**config.mk**
```make
export PLATFORM = sky130hd
export DESIGN_NAME = mouse_cmd_scheduler
export DESIGN_NICKNAME = d
export VERILOG_FILES = /design/src/rtl/mouse_pkg.sv /design/src/rtl/mouse_timeout_ctr.sv /design/src/rtl/mouse_cmd_scheduler.sv
export SDC_FILE = /design/constraint.sdc
export NUM_CORES = 1
export LEC_CHECK = 0
export ABC_AREA = 0
export CORE_MARGIN = 2
export CORE_UTILIZATION = 40
export CTS_CLUSTER_SIZE = 14
export DETAILED_ROUTE_END_ITERATION = 10
export SYNTH_ARGS = -nofsm -noshare
export SYNTH_HDL_FRONTEND = slang
export SYNTH_SLANG_ARGS = --single-unit
```
**constraint.sdc**
```tcl
create_clock -name CLK -period 8.67 [get_ports CLK]
set_clock_uncertainty 0.15 [all_clocks]
set_input_delay 2.1675 -clock CLK [delete_from_list [all_inputs] [get_ports CLK]]
set_output_delay 2.1675 -clock CLK [all_outputs]
set_load 0.01 [all_outputs]
```
**src/rtl/mouse_pkg.sv**
```systemverilog
// Shared state encoding and PS/2 command/response bytes for the mouse command scheduler.
package mouse_pkg;

  typedef enum logic [3:0] {
    ST_INIT_LOAD = 4'd0,
    ST_SEND      = 4'd1,
    ST_WAIT_SENT = 4'd2,
    ST_WAIT_ACK  = 4'd3,
    ST_WAIT_BAT  = 4'd4,
    ST_WAIT_ID   = 4'd5,
    ST_RETRY     = 4'd6,
    ST_NEXT      = 4'd7,
    ST_FAIL      = 4'd8,
    ST_FAULT     = 4'd9,
    ST_STREAM    = 4'd10
  } state_t;

  localparam logic [7:0] CMD_RESET  = 8'hFF;
  localparam logic [7:0] CMD_ENABLE = 8'hF4;
  localparam logic [7:0] RSP_ACK    = 8'hFA;
  localparam logic [7:0] RSP_RESEND = 8'hFE;
  localparam logic [7:0] RSP_BAT_OK = 8'hAA;
  localparam logic [7:0] RSP_ID     = 8'h00;

  function automatic int unsigned max_u(input int unsigned a, input int unsigned b);
    return (a > b) ? a : b;
  endfunction

endpackage

```
**src/rtl/mouse_timeout_ctr.sv**
```systemverilog
// Saturating cycle counter: counts while enabled, flags expiry at limit-1, holds there until cleared.
module mouse_timeout_ctr #(
  parameter int unsigned WIDTH = 26
) (
  input  logic             clk,
  input  logic             rst_n,
  input  logic             clear,
  input  logic             enable,
  input  logic [WIDTH-1:0] limit,
  output logic             expired
);

  localparam logic [WIDTH-1:0] ONE = WIDTH'(1);

  logic [WIDTH-1:0] count;

  always_comb begin
    expired = (count >= (limit - ONE));
  end

  always_ff @(posedge clk) begin
    if (!rst_n) begin
      count <= '0;
    end else if (clear) begin
      count <= '0;
    end else if (enable && !expired) begin
      count <= count + ONE;
    end
  end

endmodule

```
**src/rtl/mouse_cmd_scheduler.sv**
```systemverilog
// Sequences the PS/2 mouse init handshake and single-byte CPU commands over a shared TX/RX pair,
// with per-command retries, timeouts and a timed fault-hold before re-initialising.
module mouse_cmd_scheduler
  import mouse_pkg::*;
#(
  parameter int unsigned ACK_TIMEOUT_CYC = 2_500_000,
  parameter int unsigned BAT_TIMEOUT_CYC = 50_000_000,
  parameter int unsigned MAX_RETRIES     = 3,
  parameter int unsigned FAULT_HOLD_CYC  = 5_000_000
) (
  input  logic       CLK,
  input  logic       RESET,
  output logic       SEND_BYTE,
  output logic [7:0] BYTE_TO_SEND,
  input  logic       BYTE_SENT,
  output logic       READ_ENABLE,
  input  logic       BYTE_READY,
  input  logic [7:0] BYTE_READ,
  input  logic [1:0] BYTE_ERROR_CODE,
  input  logic       CPU_CMD_REQ,
  input  logic [7:0] CPU_CMD_BYTE,
  output logic       CPU_CMD_DONE,
  output logic       CPU_CMD_ERR,
  output logic       STREAM_EN,
  output logic       MOUSE_FAULT,
  output logic [3:0] current_state
);

  localparam int unsigned TW = $clog2(max_u(BAT_TIMEOUT_CYC, FAULT_HOLD_CYC) + 1);
  localparam int unsigned RW = max_u(2, $clog2(MAX_RETRIES + 1));
  localparam logic [TW-1:0] ACK_LIM   = TW'(ACK_TIMEOUT_CYC);
  localparam logic [TW-1:0] BAT_LIM   = TW'(BAT_TIMEOUT_CYC);
  localparam logic [TW-1:0] HOLD_LIM  = TW'(FAULT_HOLD_CYC);
  localparam logic [RW-1:0] RETRY_LIM = RW'(MAX_RETRIES);
  localparam logic [RW-1:0] RETRY_ONE = RW'(1);

  state_t          state, state_d;
  logic [7:0]      cmd, cmd_d;
  logic [RW-1:0]   retry, retry_d;
  logic            init_step, init_step_d;
  logic            is_cpu, is_cpu_d;
  logic            need_drop, need_drop_d;
  logic            cpu_pending;
  logic            byte_ok;
  logic            timer_en, timer_clr, expired;
  logic [TW-1:0]   limit;

  // A request stays blocked after DONE until the CPU drops it, so a held level cannot re-trigger.
  always_comb begin
    cpu_pending = CPU_CMD_REQ && !need_drop;
    byte_ok     = BYTE_READY && (BYTE_ERROR_CODE == 2'b00);
  end

  always_comb begin
    state_d     = state;
    cmd_d       = cmd;
    retry_d     = retry;
    init_step_d = init_step;
    is_cpu_d    = is_cpu;
    case (state)
      ST_INIT_LOAD: begin
        cmd_d       = CMD_RESET;
        retry_d     = '0;
        init_step_d = 1'b0;
        is_cpu_d    = 1'b0;
        state_d     = ST_SEND;
      end
      ST_SEND: state_d = ST_WAIT_SENT;
      ST_WAIT_SENT: begin
        if (BYTE_SENT)    state_d = ST_WAIT_ACK;
        else if (expired) state_d = ST_RETRY;
      end
      ST_WAIT_ACK: begin
        if (BYTE_READY) begin
          if (byte_ok && BYTE_READ == RSP_ACK)
            state_d = (cmd == CMD_RESET) ? ST_WAIT_BAT : ST_NEXT;
          else
            state_d = ST_RETRY;
        end else if (expired) begin
          state_d = ST_RETRY;
        end
      end
      ST_WAIT_BAT: begin
        if (BYTE_READY)   state_d = (byte_ok && BYTE_READ == RSP_BAT_OK) ? ST_WAIT_ID : ST_RETRY;
        else if (expired) state_d = ST_RETRY;
      end
      ST_WAIT_ID: begin
        if (BYTE_READY)   state_d = (byte_ok && BYTE_READ == RSP_ID) ? ST_NEXT : ST_RETRY;
        else if (expired) state_d = ST_RETRY;
      end
      ST_RETRY: begin
        if (retry < RETRY_LIM) begin
          retry_d = retry + RETRY_ONE;
          state_d = ST_SEND;
        end else begin
          state_d = ST_FAIL;
        end
      end
      ST_NEXT: begin
        if (is_cpu) begin
          is_cpu_d = 1'b0;
          state_d  = ST_STREAM;
        end else if (!init_step) begin
          cmd_d       = CMD_ENABLE;
          retry_d     = '0;
          init_step_d = 1'b1;
          state_d     = ST_SEND;
        end else begin
          state_d = ST_STREAM;
        end
      end
      ST_FAIL: begin
        if (is_cpu) begin
          is_cpu_d = 1'b0;
          state_d  = ST_STREAM;
        end else begin
          state_d = ST_FAULT;
        end
      end
      ST_FAULT: begin
        if (expired) state_d = ST_INIT_LOAD;
      end
      ST_STREAM: begin
        if (cpu_pending) begin
          cmd_d    = CPU_CMD_BYTE;
          retry_d  = '0;
          is_cpu_d = 1'b1;
          state_d  = ST_SEND;
        end
      end
      default: state_d = ST_INIT_LOAD;
    endcase
  end

  always_comb begin
    SEND_BYTE     = (state == ST_SEND);
    BYTE_TO_SEND  = cmd;
    READ_ENABLE   = state inside {ST_WAIT_ACK, ST_WAIT_BAT, ST_WAIT_ID, ST_STREAM};
    STREAM_EN     = (state == ST_STREAM);
    MOUSE_FAULT   = (state == ST_FAULT);
    CPU_CMD_DONE  = is_cpu && (state == ST_NEXT || state == ST_FAIL);
    CPU_CMD_ERR   = is_cpu && (state == ST_FAIL);
    current_state = state;
    need_drop_d   = need_drop;
    if (CPU_CMD_DONE)      need_drop_d = 1'b1;
    else if (!CPU_CMD_REQ) need_drop_d = 1'b0;
  end

  // Timer restarts on every state change, so each timed state sees a fresh count.
  always_comb begin
    timer_en  = state inside {ST_WAIT_SENT, ST_WAIT_ACK, ST_WAIT_BAT, ST_WAIT_ID, ST_FAULT};
    timer_clr = !timer_en || (state_d != state);
    limit     = ACK_LIM;
    if (state inside {ST_WAIT_BAT, ST_WAIT_ID}) limit = BAT_LIM;
    else if (state == ST_FAULT)                 limit = HOLD_LIM;
  end

  mouse_timeout_ctr #(.WIDTH(TW)) u_timer (
    .clk     (CLK),
    .rst_n   (RESET),
    .clear   (timer_clr),
    .enable  (timer_en),
    .limit   (limit),
    .expired (expired)
  );

  always_ff @(posedge CLK) begin
    if (!RESET) begin
      state     <= ST_INIT_LOAD;
      cmd       <= '0;
      retry     <= '0;
      init_step <= 1'b0;
      is_cpu    <= 1'b0;
      need_drop <= 1'b0;
    end else begin
      state     <= state_d;
      cmd       <= cmd_d;
      retry     <= retry_d;
      init_step <= init_step_d;
      is_cpu    <= is_cpu_d;
      need_drop <= need_drop_d;
    end
  end

endmodule

```
======== After elaboration in Yosys (flattened, before gate mapping) ========
Cells that the tools add are included.
storage, ports and cells
  logic and storage cells ................. 94
  input port bits ......................... 23
  output and inout port bits .............. 18
  register bits ........................... 43
cells by class
  reductions and logical operators ........ 29
  bitwise operators ....................... 1
  magnitude comparators ................... 2
  add/sub/neg operators ................... 3
  eq/ne operators ......................... 19
  muxes and demuxes ....................... 33
operators by type and width
  operator                                                                count
  4-bit case mux with 11 select lines                                     1
  4-bit 2-to-1 mux                                                        10
  26-bit by 1-bit adder with 26-bit output (second input constant)        1
  26-bit >= comparator                                                    1
  26-bit 2-to-1 mux                                                       1
  26-bit by 1-bit subtractor with 26-bit output (second input constant)   1
  8-bit equality test (second input constant)                             3
  8-bit 2-to-1 mux                                                        3
  8-bit case mux with 3 select lines                                      1
  23-bit 2-to-1 mux                                                       1
  4-bit by 3-bit equality test with 1-bit output (second input constant)  4
  2-bit 2-to-1 mux                                                        8
  4-bit equality test (second input constant)                             3
  4-bit by 2-bit equality test with 1-bit output (second input constant)  2
  1-bit logical AND                                                       8
  8-bit zero test                                                         1
  2-bit case mux with 4 select lines                                      1
  4-bit nonzero test                                                      2
  2-bit inequality test (second input constant)                           3
  2-bit nonzero test                                                      3
  1-bit 2-to-1 mux                                                        5
  5-bit AND reduction                                                     1
  5-bit nonzero test                                                      1
  4-bit by 1-bit equality test with 1-bit output (second input constant)  1
  15 further kinds                                                        21

======== Depth between registers and ports, before layout ========
Gate-level depths: netlist of the first run.
  word-level depth ........................ 11
  gate-level depth with buffers ........... 14
  depth with buffers taken out ............ 11

======== Cells and area by module ========
From an unflattened synthesis of the first run, not the netlist that was laid out.
unflattened totals
  cell total of the unflattened synthesis .. 433
  area, all modules ....................... 3588.4 um2
modules (own cells, without submodules)
  module               area an instance (um2)  cells each  instances  seq. area each (um2)
  mouse_timeout_ctr    2371.0                  286         1          520.5
  mouse_cmd_scheduler  1217.4                  147         1          340.3

======== Least setup slack after synthesis of the first run ========
No wires, ideal clock.
  path type ............................... in2reg
  start ................................... input BYTE_ERROR_CODE[1]
  end ..................................... register u_timer.count[10]
  path slack .............................. 4585 ps
  data required time ...................... 8405 ps
  setup time .............................. 115 ps
  stages on the path ...................... 8
  data arrival time ....................... 3821 ps
  buffers on the path ..................... 1
  cell sequence ........................... or4_4 -> nor4_2 -> a211oi_1 -> mux2i_1 -> o41ai_1 -> o211ai_4 -> buf_6 -> nor2_1
on the way
  longest elaborated chain between the ends .. 9
  elaborated cells between the ends (all ways) .. 15
  those cells by class .................... eq/ne: 1; mux: 7; reduce/logical: 7
ends and longest elaborated chain
  item                                            line                                                                             source
  from (decl)                                     mouse_cmd_scheduler.sv:19                                                        input logic [1:0] BYTE_ERROR_CODE,
  2-bit zero test *                               mouse_cmd_scheduler.sv:51                                                        byte_ok = BYTE_READY && (BYTE_ERROR_CODE == 2'b00);
  1-bit logical AND *                             mouse_cmd_scheduler.sv:51
  1-bit logical AND (on tied branches)            mouse_cmd_scheduler.sv:88, mouse_cmd_scheduler.sv:75, mouse_cmd_scheduler.sv:84
  1-bit 2-to-1 mux, or another cell as far along  mouse_cmd_scheduler.sv:88                                                        if (BYTE_READY) state_d = (byte_ok && BYTE_READ == RSP_ID) ? ST_NEXT : ST_RETRY;
  4-bit 2-to-1 mux (on tied branches)             mouse_cmd_scheduler.sv:88, mouse_cmd_scheduler.sv:74, mouse_cmd_scheduler.sv:84
  4-bit case mux with 11 select lines *           mouse_cmd_scheduler.sv:60                                                        case (state)
  4-bit inequality test *                         mouse_cmd_scheduler.sv:152                                                       timer_clr = !timer_en || (state_d != state);
  1-bit logical OR *                              mouse_cmd_scheduler.sv:152
  2-bit OR reduction (no line) *                  -
  to (signal assigned)                            mouse_timeout_ctr.sv:27                                                          count <= count + ONE;
  to (decl)                                       mouse_timeout_ctr.sv:15                                                          logic [WIDTH-1:0] count;
Mark *: on every way between the ends. The rest lies on a longest branch, timed or not.
A chain may end at the register's enable or synchronous reset.

======== Worst setup path after layout of the first run ========
  start ................................... register state[2], in the netlist current_state[2]
  end ..................................... output READ_ENABLE
on the way
  longest elaborated chain between the ends .. 2
  elaborated cells between the ends (all ways) .. 5
  those cells by class .................... eq/ne: 4; reduce/logical: 1
ends and longest elaborated chain
  item                                                                          line                        source
  from (decl)                                                                   mouse_cmd_scheduler.sv:37   state_t state, state_d;
  from (signal assigned)                                                        mouse_cmd_scheduler.sv:176  state <= state_d;
  4-bit by 2-bit equality test with 1-bit output, or another cell as far along  mouse_cmd_scheduler.sv:138  READ_ENABLE = state inside {ST_WAIT_ACK, ST_WAIT_BAT, ST_WAIT_ID, ST_STREAM};
  4-bit nonzero test *                                                          mouse_cmd_scheduler.sv:138
  to (decl)                                                                     mouse_cmd_scheduler.sv:16   output logic READ_ENABLE,
Marks and branches as above.

==> results of run 1 <==
routing by layer:
layer | GRT usage | vias up | wire length (microns) | share of wire
met5 | 0 | - | 0 | 0
met4 | 0.0423 | 0 | 68 | 0.0095
met3 | 0.0317 | 5 | 298 | 0.042
met2 | 0.267 | 49 | 3150 | 0.44
met1 | 0.260 | 1249 | 3660 | 0.51
li1 | - | 1368 | - | -
final cells by class:
cell class	count	area [sq um]	share of cell area
Clock buffer	6	72.6	0.0204
Clock inverter	2	60.1	0.0169
Inverter	17	63.8	0.0179
Multi-Input combinational cell	279	1960	0.551
Sequential cell	43	861	0.242
Tap cell	99	124	0.0348
Timing Repair Buffer	42	415	0.117
Yosys cell counts (4+ instances only):
library cell / instances / area share
sky130_fd_sc_hd__nor2_1: 40 / 0.050
sky130_fd_sc_hd__nor4_1: 6 / 0.013
sky130_fd_sc_hd__nand4_1: 15 / 0.031
sky130_fd_sc_hd__ha_1: 24 / 0.10
sky130_fd_sc_hd__nor3_1: 15 / 0.025
sky130_fd_sc_hd__nand2_1: 25 / 0.031
sky130_fd_sc_hd__inv_1: 17 / 0.021
sky130_fd_sc_hd__buf_2: 7 / 0.012
sky130_fd_sc_hd__o21ai_0: 6 / 0.010
sky130_fd_sc_hd__o21a_1: 5 / 0.013
sky130_fd_sc_hd__nand2b_1: 7 / 0.015
sky130_fd_sc_hd__xnor2_1: 24 / 0.070
sky130_fd_sc_hd__o221a_2: 6 / 0.023
sky130_fd_sc_hd__a21boi_0: 4 / 0.010
sky130_fd_sc_hd__clkbuf_1: 7 / 0.0088
sky130_fd_sc_hd__o31ai_1: 5 / 0.013
sky130_fd_sc_hd__buf_6: 4 / 0.015
sky130_fd_sc_hd__nand4bb_1: 4 / 0.015
sky130_fd_sc_hd__nor3b_1: 4 / 0.010
sky130_fd_sc_hd__dfxtp_1: 43 / 0.29
sky130_fd_sc_hd__a21oi_1: 15 / 0.025
sky130_fd_sc_hd__nand3_1: 15 / 0.025
sky130_fd_sc_hd__nor4_2: 4 / 0.017
worst max-delay path: stages (launching register included):
cell and delay (ns):
sky130_fd_sc_hd__dfxtp_1 0.78, sky130_fd_sc_hd__or3b_1 0.65, sky130_fd_sc_hd__o21ai_0 0.20, sky130_fd_sc_hd__clkdlybuf4s50_1 0.57
power breakdown:
group          internal (uW)  switching [uW]
logic                   39.4            36.3
clock network            115            72.7
registers                204            12.4
total                    359             121
flip-flops by register name, summed over array words and instances (netlist names):
signal / flops
u_timer.count: 26
BYTE_TO_SEND: 8
current_state: 4
retry: 2
init_step: 1
is_cpu: 1
need_drop: 1
placed cells by master (no fill, tap or decap), types with 6 or more instances in the layout:
cell,n
sky130_fd_sc_hd__dfxtp_1,43
sky130_fd_sc_hd__nand2b_1,7
sky130_fd_sc_hd__inv_1,17
sky130_fd_sc_hd__nor3_1,15
sky130_fd_sc_hd__nand2_1,25
sky130_fd_sc_hd__o21ai_0,6
sky130_fd_sc_hd__clkdlybuf4s50_1,40
sky130_fd_sc_hd__xnor2_1,24
sky130_fd_sc_hd__nor2_1,40
sky130_fd_sc_hd__ha_1,24
sky130_fd_sc_hd__nor4_1,6
sky130_fd_sc_hd__nand4_1,15
sky130_fd_sc_hd__o221a_2,6
sky130_fd_sc_hd__nand3_1,15
sky130_fd_sc_hd__a21oi_1,15
final timing paths:
| path | startpoint | to | slack (ns) | cells after the start |
|---|---|---|---|---|
| worst max-delay path | current_state[2]$_SDFF_PN0_ | READ_ENABLE | 3.86 | 3 |
| worst min-delay path | init_step$_SDFFE_PN0P_ | init_step$_SDFFE_PN0P_ | 0.35 | 2 |
| worst max register to register | current_state[2]$_SDFF_PN0_ | u_timer.count[25]$_SDFFE_PP0P_ | 4.48 | 11 |
| worst min register to register | init_step$_SDFFE_PN0P_ | init_step$_SDFFE_PN0P_ | 0.35 | 2 |
logic make-up after synthesis:
logic type                 after synthesis  synth area share
and+or+nand+nor                        157             0.295
other                                    1           0.00125
AOI/OAI and AO/OA                       68             0.173
DFF                                     43             0.287
adders and majority gates               24             0.100
buffers and inverters                   38            0.0605
muxes                                    3            0.0100
xor gates and xnor gates                25            0.0730
metrics by stage:
stage	setup WS [ns]	cell area [sq um]	hold slack, ns	cells
after CTS	3.85	3560	0.355	488
final	3.86	3560	0.353	488
after global placement	3.73	3420	0.333	480
after floorplan	4.58	3000	0.306	360
after detailed placement	3.67	3420	0.340	480
after global routing	3.73	3560	0.362	488
==> summary.md, run 1 <==
| Metric | Value |
|---|---|
| Number of hold violations in the final report | 0 |
| Grt total ovfl | 0 |
| Leakage Power | 0.00125 uW |
| Cells after Synth | 359 |
| N_diodes | 0 |
| Average cell area after synthesis | 8.35 sq um |
| Nets | between 400 and 500 |
| Average via count per standard cell | ~5.5 |
| Primary flip-flop cell chosen by synthesis mapping | sky130_fd_sc_hd__dfxtp_1 |
| Actual transition at the worst max-transition pin | roughly 0.86 ns |
| Clock-pin slew on the worst setup and hold paths | 0.09 ns |
| Overall power of the completed layout | roughly 480 uW |
| Ports placed on the boundary | 41 |
| Number of max-slew violations in the final report | 0 |
| Startpoint Class | register |
| Routed Antenna Nets | 0 |
| DRC violation total after the first TritonRoute iteration | 139 |
| Post-synth EDFFs | 0 |
| Tightest slew margin relative to the limit | 0.430 |
| Critical path class | reg -> out |
| Hold_buf cts | 0 |
| Number of H-tree branching levels | 2 |
| Total iterations of the first detailed-routing run | 4 |
| Final weighted congestion in routability-driven placement | 0.806 |
| Final HPWL from detailed placement | between 5000 and 6000 microns |
| Peak Freq | 208 MHz |
| Port Buffers | 40 |
| Fraction of final layout cells sized beyond drive strength 1 | 0.0746 |
| Number of endpoints failing setup at the final stage | 0 |
| Initial core utilization | 0.413 |
| Fin util | 0.490 |
| Bufs on Longest Clock Path | 2 |
| Required time of the worst setup path | 6.35 ns |
| Proportion of register bits with asynchronous set or reset after synthesis | 0 |
| Clock buffers created by TritonCTS | 5 |
| Post-route DRC | 0 |
| Clock root buffer master | sky130_fd_sc_hd__clkbuf_8 |
| Die area | 8200 sq um |
| Worst IR Drop VDD | 0.0628 mV |
| Type of element capturing the critical path | output port |
| Period Utilization, post-route | 0.555 |
| Die span in x | 90.6 microns |
| Fin Setup TNS | 0 ns |
| Rows | 31 |
| Clock tree from TritonCTS | built |
| Flip-flop and latch count after synthesis | 43 |
| Total length of routed wires | 7180 microns |
| Largest net degree at the start of global routing | 28 |
| Y dimension of the die | 90.6 microns |
| Post-synthesis cell type count | 60 |
| Cell area after synthesis | around 3000 sq um |
| Layout filler cell count | 730 |
| Wire length of the first global-routing pass | 12000 microns |
| Number of post-CTS setup repair buffers | 0 |
| Worst endpoint data arrival time | 2.50 ns |
| Power density over the cells | ~140 nW/um^2 |
| Insertion delay of the later-clocked pin in the worst-skew pair | 0.30 ns |
| Via count of the first global-routing pass | 2414 |
| Initial antenna violation count | 0 |
| Total of warnings raised by yosys | 0 |
| Post-synthesis to final-layout area growth | 18.6% |
| Crit path time final | 4.81 ns |
| Total number of vias | 2671 |
| Standard cell core area | 7250 sq um |
| Sequential cell area fraction in the yosys report | 0.287 |
| Unrepaired setup endpoints after global routing | no |
| Path type of the worst min-delay path | reg -> reg |
| Critical-path maximum fanout | 23 |
| Number of clock sinks | 43 |
| Maximum Capacitance Violations | 0 |
| Count of instances resized after the clock tree is built | 0 |
| Run status | completed |
| Routed length per placed instance | roughly 15 microns |
| Global router's overall resource usage | 0.177 |
Power figures use the tool's default switching activity.
==> run 2, diff against run 1 <==
==> constraint.sdc (replaced) <==
create_clock -name CLK -period 4.8 [get_ports CLK]
set_clock_uncertainty 0.15 [all_clocks]
set_input_delay 1.2 -clock CLK [delete_from_list [all_inputs] [get_ports CLK]]
set_output_delay 1.2 -clock CLK [all_outputs]
set_load 0.01 [all_outputs]
==> run 2 against run 1 <==
  * Clock-buffer cell count unchanged
  * Largest power group unchanged
  * Sequential power up 75%
  * Critical path depth up 8
  * Largest cell class unchanged
  * Power up 73%
  * Critical endpoint is now u_timer.count[25]$_SDFFE_PP0P_
  * Sequential share of layout area down 0.10 points
  * Final cell count up 0.82%
==> summary.md, run 2 (synthesis results as in run 1) <==
| Metric | Value |
|---|---|
| Routed length per placed instance | 14.7 microns (about the same) |
| Placed Cells | 484 (+0.83%) |
| Crit path setup slack, layout | 1.01 ns (-2.85 ns) |
| Number of max-slew violations in the final report | 0 (unchanged) |
| Number of clock sinks | 43 (unchanged) |
| Global router's overall resource usage | 0.181 (+0.00453) |
| Unrepaired setup endpoints after global routing | no |
| Post-route DRC | 0 (unchanged) |
| Fraction of final layout cells sized beyond drive strength 1 | 0.0865 (+0.0120) |
| Fin cells | 492 (+0.82%) |
| Hold_buf cts | 0 (unchanged) |
| Overall power of the completed layout | 831 uW (+73%) |
| Run status | completed |
| Final HPWL from detailed placement | 5280 microns (+1.7%) |
| Grt total ovfl | 0 (unchanged) |
| Leading cell type in the layout, fill and taps excluded | sky130_fd_sc_hd__dfxtp_1 |
| Startpoint Class | register |
| Crit path time final | ~3.8 ns |
| Number of endpoints failing setup at the final stage | 0 (unchanged) |
| Number of post-CTS setup repair buffers | 0 (unchanged) |
| Count of instances resized after the clock tree is built | 0 (unchanged) |
| Average via count per standard cell | 5.42 (-1.0%) |
| Required time of the worst setup path | 4.88 ns (-1.47 ns) |
| Period Utilization, post-route | 0.790 |
| Largest register by flop count | u_timer.count |
| Max FFs per register | 26 (unchanged) |
| Most repeated library cell on the critical path | sky130_fd_sc_hd__a21oi_1 |
| Post-synthesis to final-layout area growth | 19.1% |
| Ports placed on the boundary | 41 (unchanged) |
| Worst endpoint data arrival time | 3.88 ns (+1.38 ns) |
| Worst slack, placed | 0.749 ns (-2.92 ns) |
| Peak Freq | 264 MHz |
| Standard cell core area | 7250 sq um (unchanged) |
| Nets | 439 (+0.92%) |
| Actual transition at the worst max-transition pin | 0.822 ns (-0.0331 ns) |
| Cell with the largest stage delay on the worst path | sky130_fd_sc_hd__or3b_1 |
| Number of hold violations in the final report | 0 (unchanged) |
| Type of element capturing the critical path | register |
| Wire length of the first global-routing pass | 12400 microns (+3.3%) |
| Y dimension of the die | 90.6 microns (unchanged) |
| Total iterations of the first detailed-routing run | 4 (unchanged) |
| Largest net degree at the start of global routing | 28 (unchanged) |
| N_diodes | 0 (unchanged) |
| Worst IR Drop VDD | 0.122 mV (+95%) |
| Number of H-tree branching levels | 2 (unchanged) |
| Insertion delay of the later-clocked pin in the worst-skew pair | 0.30 ns (about the same) |
| Final weighted congestion in routability-driven placement | 0.847 (+5.2%) |
| Bufs on Longest Clock Path | 2 (unchanged) |
| Initial antenna violation count | 0 (unchanged) |
| Clock tree from TritonCTS | built |
| Initial core utilization | 0.413 (unchanged) |
| Die span in x | 90.6 microns (unchanged) |
| List of cells traversed by the critical path | or3b_1 -> nand2_4 -> inv_1 -> ha_1 -> a21oi_1 -> o21ai_0 -> a221oi_2 -> nand2_1 -> o41ai_1 -> o211ai_4 -> a21oi_1 |
| Total length of routed wires | 7230 microns (+0.75%) |
| Critical-path maximum fanout | 26 (+13%) |
| Via count of the first global-routing pass | 2593 (+7.4%) |
| Critical path class | reg -> reg |
| DRC violation total after the first TritonRoute iteration | 124 (-11%) |
| Rows | 31 (unchanged) |
| Worst hold slack | 0.342 ns (-0.0104 ns) |
| Leakage Power | 0.00126 uW (+1.4%) |
| Clock buffers created by TritonCTS | 5 (unchanged) |
| Most frequent cells in the layout | sky130_fd_sc_hd__dfxtp_1, sky130_fd_sc_hd__nor2_1, sky130_fd_sc_hd__clkdlybuf4s50_1 |
| Fin Setup TNS | 0 ns (unchanged) |
| Tightest slew margin relative to the limit | 0.452 (+0.0220) |
| Clock-pin slew on the worst setup and hold paths | 0.09 ns (about the same) |
| Total number of vias | 2665 (-0.22%) |
| Routed Antenna Nets | 0 (unchanged) |
| Path type of the worst min-delay path | reg -> reg |
| Stage delay of the slowest cell on the critical path | 0.60 ns (-0.18 ns) |
| Power density over the cells | 233 nW/um^2 (+72%) |
| Die area | 8200 sq um (unchanged) |
| Maximum Capacitance Violations | 0 (unchanged) |
| Port Buffers | 40 (unchanged) |
| Clock root buffer master | sky130_fd_sc_hd__clkbuf_8 |
-- run 2: final cells by class --
type / instances / area (sq um)
fill: 721 / 3680
multi-input combinational: 279 / 1960
sequential: 43 / 861
timing repair buffer: 46 / 445
tap: 99 / 124
clock buffer: 6 / 82.6
inverter: 17 / 63.8
clock inverter: 2 / 35.0
-- run 2: final timing paths --
kind	startpoint	endpoint	slack (ns)	depth (start not counted)
hold reg to reg	u_timer.count[25]$_SDFFE_PP0P_	u_timer.count[25]$_SDFFE_PP0P_	0.34	2
setup reg to reg	current_state[3]$_SDFF_PN0_	u_timer.count[25]$_SDFFE_PP0P_	1.01	11
hold / removal	u_timer.count[25]$_SDFFE_PP0P_	u_timer.count[25]$_SDFFE_PP0P_	0.34	2
setup / recovery	current_state[3]$_SDFF_PN0_	u_timer.count[25]$_SDFFE_PP0P_	1.01	11
-- run 2: critical path, delay by kind of cell, from the launching register on --
kind	cells	cell delay [ns]
and+or+nand+nor	3	0.96
adders and majority gates	1	0.31
DFF	1	0.37
AOI/OAI and AO/OA	6	1.79
buffers and inverters	1	0.13
-- run 2: routing by layer --
| metal | GRT usage | up-vias | routed length (microns) |
|---|---|---|---|
| li1 | - | 1379 | - |
| met1 | 0.262 | 1222 | 3710 |
| met2 | 0.279 | 58 | 3170 |
| met3 | 0.0309 | 6 | 286 |
| met4 | 0.0462 | 0 | 64 |
| met5 | 0 | - | 0 |
-- run 2: per-stage QoR --
stage / instance area, sq um / util
after floorplan: 3000 / -
after detailed placement: 3450 / 0.476
after global routing: 3570 / 0.492
final: 3570 / 0.492
after CTS: 3570 / 0.492
after global placement: 3450 / 0.476
-- run 2: report_power, final --
part / leakage, uW / switching [uW] / internal (uW)
sequential: 0.000349 / 8.39 / 369
clock: 0.0000612 / 130 / 169
combinational: 0.000853 / 81.0 / 74.2
total: 0.00126 / 219 / 611
==> run 3, diff against run 2 <==
==> constraint.sdc (replaced) <==
create_clock -name CLK -period 3.11 [get_ports CLK]
set_clock_uncertainty 0.15 [all_clocks]
set_input_delay 0.7775 -clock CLK [delete_from_list [all_inputs] [get_ports CLK]]
set_output_delay 0.7775 -clock CLK [all_outputs]
set_load 0.01 [all_outputs]
==> run 3 against run 2 <==
  * The flow now finishes with violations (negative setup slack)
  * Cell area is 24% higher
  * Setup slack got worse by 1.1 ns
  * Sequential cell count unchanged
  * Maximum frequency rose by 19%
  * Non-clock buffer count up 38
  * Clock power is 35% higher
  * Die area stayed put
  * Routed wire length increased by 21%
  * Sequential power up 55%
  * Highest routed layer unchanged
==> summary.md, run 3 (synthesis results as in run 1) <==
| Metric | Value |
|---|---|
| Worst IR Drop VDD | 0.210 mV (+72%) |
| Wire length of the first global-routing pass | 14300 microns (+15%) |
| Cell class contributing the biggest share of worst-path delay | compound AO/OA/AOI/OAI gates |
| Post-synthesis to final-layout area growth | 47.9% |
| Non-Filler Cell Area, Final | 4430 sq um (+24%) |
| Ports placed on the boundary | 41 (unchanged) |
| Final weighted congestion in routability-driven placement | 0.805 (-5.1%) |
| Area taken by flip-flops and latches | 866 sq um (+0.58%) |
| Total length of routed wires | 8740 microns (+21%) |
| Layout filler cell count | 653 (-9.4%) |
| Stage delay of the slowest cell on the critical path | 0.44 ns (-0.16 ns) |
| Violations in the final reports | negative setup slack |
| Routed Antenna Nets | 0 (unchanged) |
| Most repeated library cell on the critical path | sky130_fd_sc_hd__ha_4 |
| Number of clock sinks | 43 (unchanged) |
| Type of element capturing the critical path | register |
| Fraction of final layout cells sized beyond drive strength 1 | 0.306 (+0.220) |
| Unrepaired setup endpoints after global routing | yes |
| Critical path buffers and inverters | 1 (unchanged) |
| Global router's overall resource usage | 0.211 (+0.0302) |
| Launch point of the worst hold path | init_step$_SDFFE_PN0P_ |
| Number of hold violations in the final report | 0 (unchanged) |
| Die span in x | 90.6 microns (unchanged) |
| Initial antenna violation count | 0 (unchanged) |
| Standard cell core area | 7250 sq um (unchanged) |
| Maximum Capacitance Violations | 0 (unchanged) |
| Critical path class | reg -> reg |
| Nets | 477 (+8.7%) |
| Tightest slew margin relative to the limit | 0.295 (-0.156) |
| Die area | 8200 sq um (unchanged) |
| Overall power of the completed layout | 1340 uW (+61%) |
| N_diodes | 0 (unchanged) |
| Worst slack, placed | -0.194 ns (-0.944 ns) |
| Worst endpoint data arrival time | 3.28 ns (-0.60 ns) |
| Largest net degree at the start of global routing | 23 (-18%) |
| Number of H-tree branching levels | 2 (unchanged) |
| Actual transition at the worst max-transition pin | 1.05 ns (+0.232 ns) |
| Peak Freq | 314 MHz (+19%) |
| Power density over the cells | 302 nW/um^2 (+30%) |
| Y dimension of the die | 90.6 microns (unchanged) |
| Min-Delay Endpoint | init_step$_SDFFE_PN0P_ |
| Routed length per placed instance | 16.5 microns (+12%) |
| Largest register by flop count | u_timer.count |
| Crit path setup slack, layout | -0.0748 ns (-1.08 ns) |
| Clock buffers created by TritonCTS | 5 (unchanged) |
| Area after DPL | 3700 sq um (+7.2%) |
| Cell count of the worst hold path | 2 (unchanged) |
| Total iterations of the first detailed-routing run | 4 (unchanged) |
| Clock-pin slew on the worst setup and hold paths | 0.09 ns (about the same) |
| Insertion delay of the later-clocked pin in the worst-skew pair | 0.31 ns (about the same) |
| Period Utilization, post-route | 1.02 (+0.234) |
| Reg2reg end | u_timer.count[25]$_SDFFE_PP0P_ |
| Rows | 31 (unchanged) |
| Average via count per standard cell | 5.55 (+2.4%) |
| Leading cell type in the layout, fill and taps excluded | sky130_fd_sc_hd__dfxtp_1 |
| Clock tree from TritonCTS | built |
| Crit path time final | 3.18 ns (-0.609 ns) |
| Port Buffers | 40 (unchanged) |
| Cell count of the worst reg-to-reg path | 12 (+1) |
| Bufs on Longest Clock Path | 2 (unchanged) |
| Max FFs per register | 26 (unchanged) |
| Startpoint Class | register |
| Post-route DRC | 0 (unchanged) |
| Number of endpoints failing setup at the final stage | 26 (+26) |
| Cell with the largest stage delay on the worst path | sky130_fd_sc_hd__or4_4 |
| Total number of vias | 2941 (+10%) |
| Clock root buffer master | sky130_fd_sc_hd__clkbuf_8 |
| List of cells traversed by the critical path | or3b_4 -> nand2_4 -> ha_4 -> ha_4 -> a211oi_2 -> o21ai_1 -> o211a_1 -> or4_4 -> o21ai_4 -> o211ai_4 -> buf_12 -> a21oi_2 |
| Required time of the worst setup path | 3.20 ns (-1.68 ns) |
| Path type of the worst min-delay path | reg -> reg |
| Grt total ovfl | 0 (unchanged) |
| Launch instance of the worst register-to-register path | current_state[1]$_SDFF_PN0_ |
| Multi-input logic area | 2410 sq um (+23%) |
| DRC violation total after the first TritonRoute iteration | 219 (+77%) |
| Leakage Power | 0.00164 uW (+30%) |
| Number of max-slew violations in the final report | 0 (unchanged) |
| Final HPWL from detailed placement | 5650 microns (+6.9%) |
| Via count of the first global-routing pass | 2841 (+9.6%) |
| Most frequent cells in the layout | sky130_fd_sc_hd__dfxtp_1, sky130_fd_sc_hd__clkdlybuf4s50_1, sky130_fd_sc_hd__buf_4 |
| Run status | complete, but fails checks |
| Reg2Reg Setup Slack | -0.07 ns (-1.08 ns) |
| Initial core utilization | 0.413 (unchanged) |
| Critical-path maximum fanout | 7 (-73%) |
[run 3: cell types whose count changed in the layout (fill, tap and decap cells not counted), sizes merged]
cell	previous run	this run
clkinvlp	0	1
clkbuf	6	9
bufbuf	0	1
bufinv	1	0
buf	6	40
[run 3: timing repair]
action	CTS	global route
gates cloned	3	2
setup buffers	8	3
hold buffers	0	0
pin swaps	22	24
gates resized for setup	41	46
setup endpoints to repair	28	31
[run 3: worst max path at each step]
stage | start | cells past startpoint | endpoint | slack [ns]
after floorplan | current_state[0]$_SDFF_PN0_ | 12 | u_timer.count[23]$_SDFFE_PP0P_ | 0.008
after global placement | BYTE_ERROR_CODE[1] | 9 | u_timer.count[7]$_SDFFE_PP0P_ | -0.16
after detailed placement | BYTE_ERROR_CODE[1] | 9 | u_timer.count[16]$_SDFFE_PP0P_ | -0.19
after CTS | current_state[1]$_SDFF_PN0_ | 13 | u_timer.count[13]$_SDFFE_PP0P_ | -0.07
after global routing | current_state[1]$_SDFF_PN0_ | 13 | u_timer.count[5]$_SDFFE_PP0P_ | -0.18
final | current_state[1]$_SDFF_PN0_ | 12 | u_timer.count[25]$_SDFFE_PP0P_ | -0.07
[run 3: tightest hold or removal path, stage by stage, from the launching register on]
cell	delay (ns)
sky130_fd_sc_hd__dfxtp_1	0.33
sky130_fd_sc_hd__o31ai_1	0.06
sky130_fd_sc_hd__a21boi_0	0.07
[run 3: where the power goes]
group	leakage [uW]	switching (uW)	internal [uW]
clock	0.0000474	220	182
combinational	0.00124	164	188
sequential	0.000351	15.7	570
total	0.00164	400	939
[run 3: area by class of cell]
type | instances | share of cell area
timing repair buffer | 84 | 0.195
multi-input combinational | 279 | 0.545
inverter | 17 | 0.0150
tap | 99 | 0.0279
clock buffer | 6 | 0.0186
clock inverter | 2 | 0.00367
sequential | 43 | 0.195
[run 3: stage by stage]
step	utilization	std cells	hold slack (ns)	setup TNS, ns
global route	0.611	530	0.376	-4.29
detailed placement	0.510	506	0.329	-4.95
global placement	0.510	506	0.318	-4.18
CTS	0.575	525	0.345	-1.15
floorplan	-	360	0.306	0
finish	0.611	530	0.348	-1.01
[run 3: per-layer routing]
layer / vias up / part of all wire / track usage
met1: 1402 / 0.49 / 0.297
li1: 1456 / - / -
met3: 5 / 0.042 / 0.0384
met5: - / 0 / 0
met2: 78 / 0.46 / 0.337
met4: 0 / 0.0082 / 0.0474
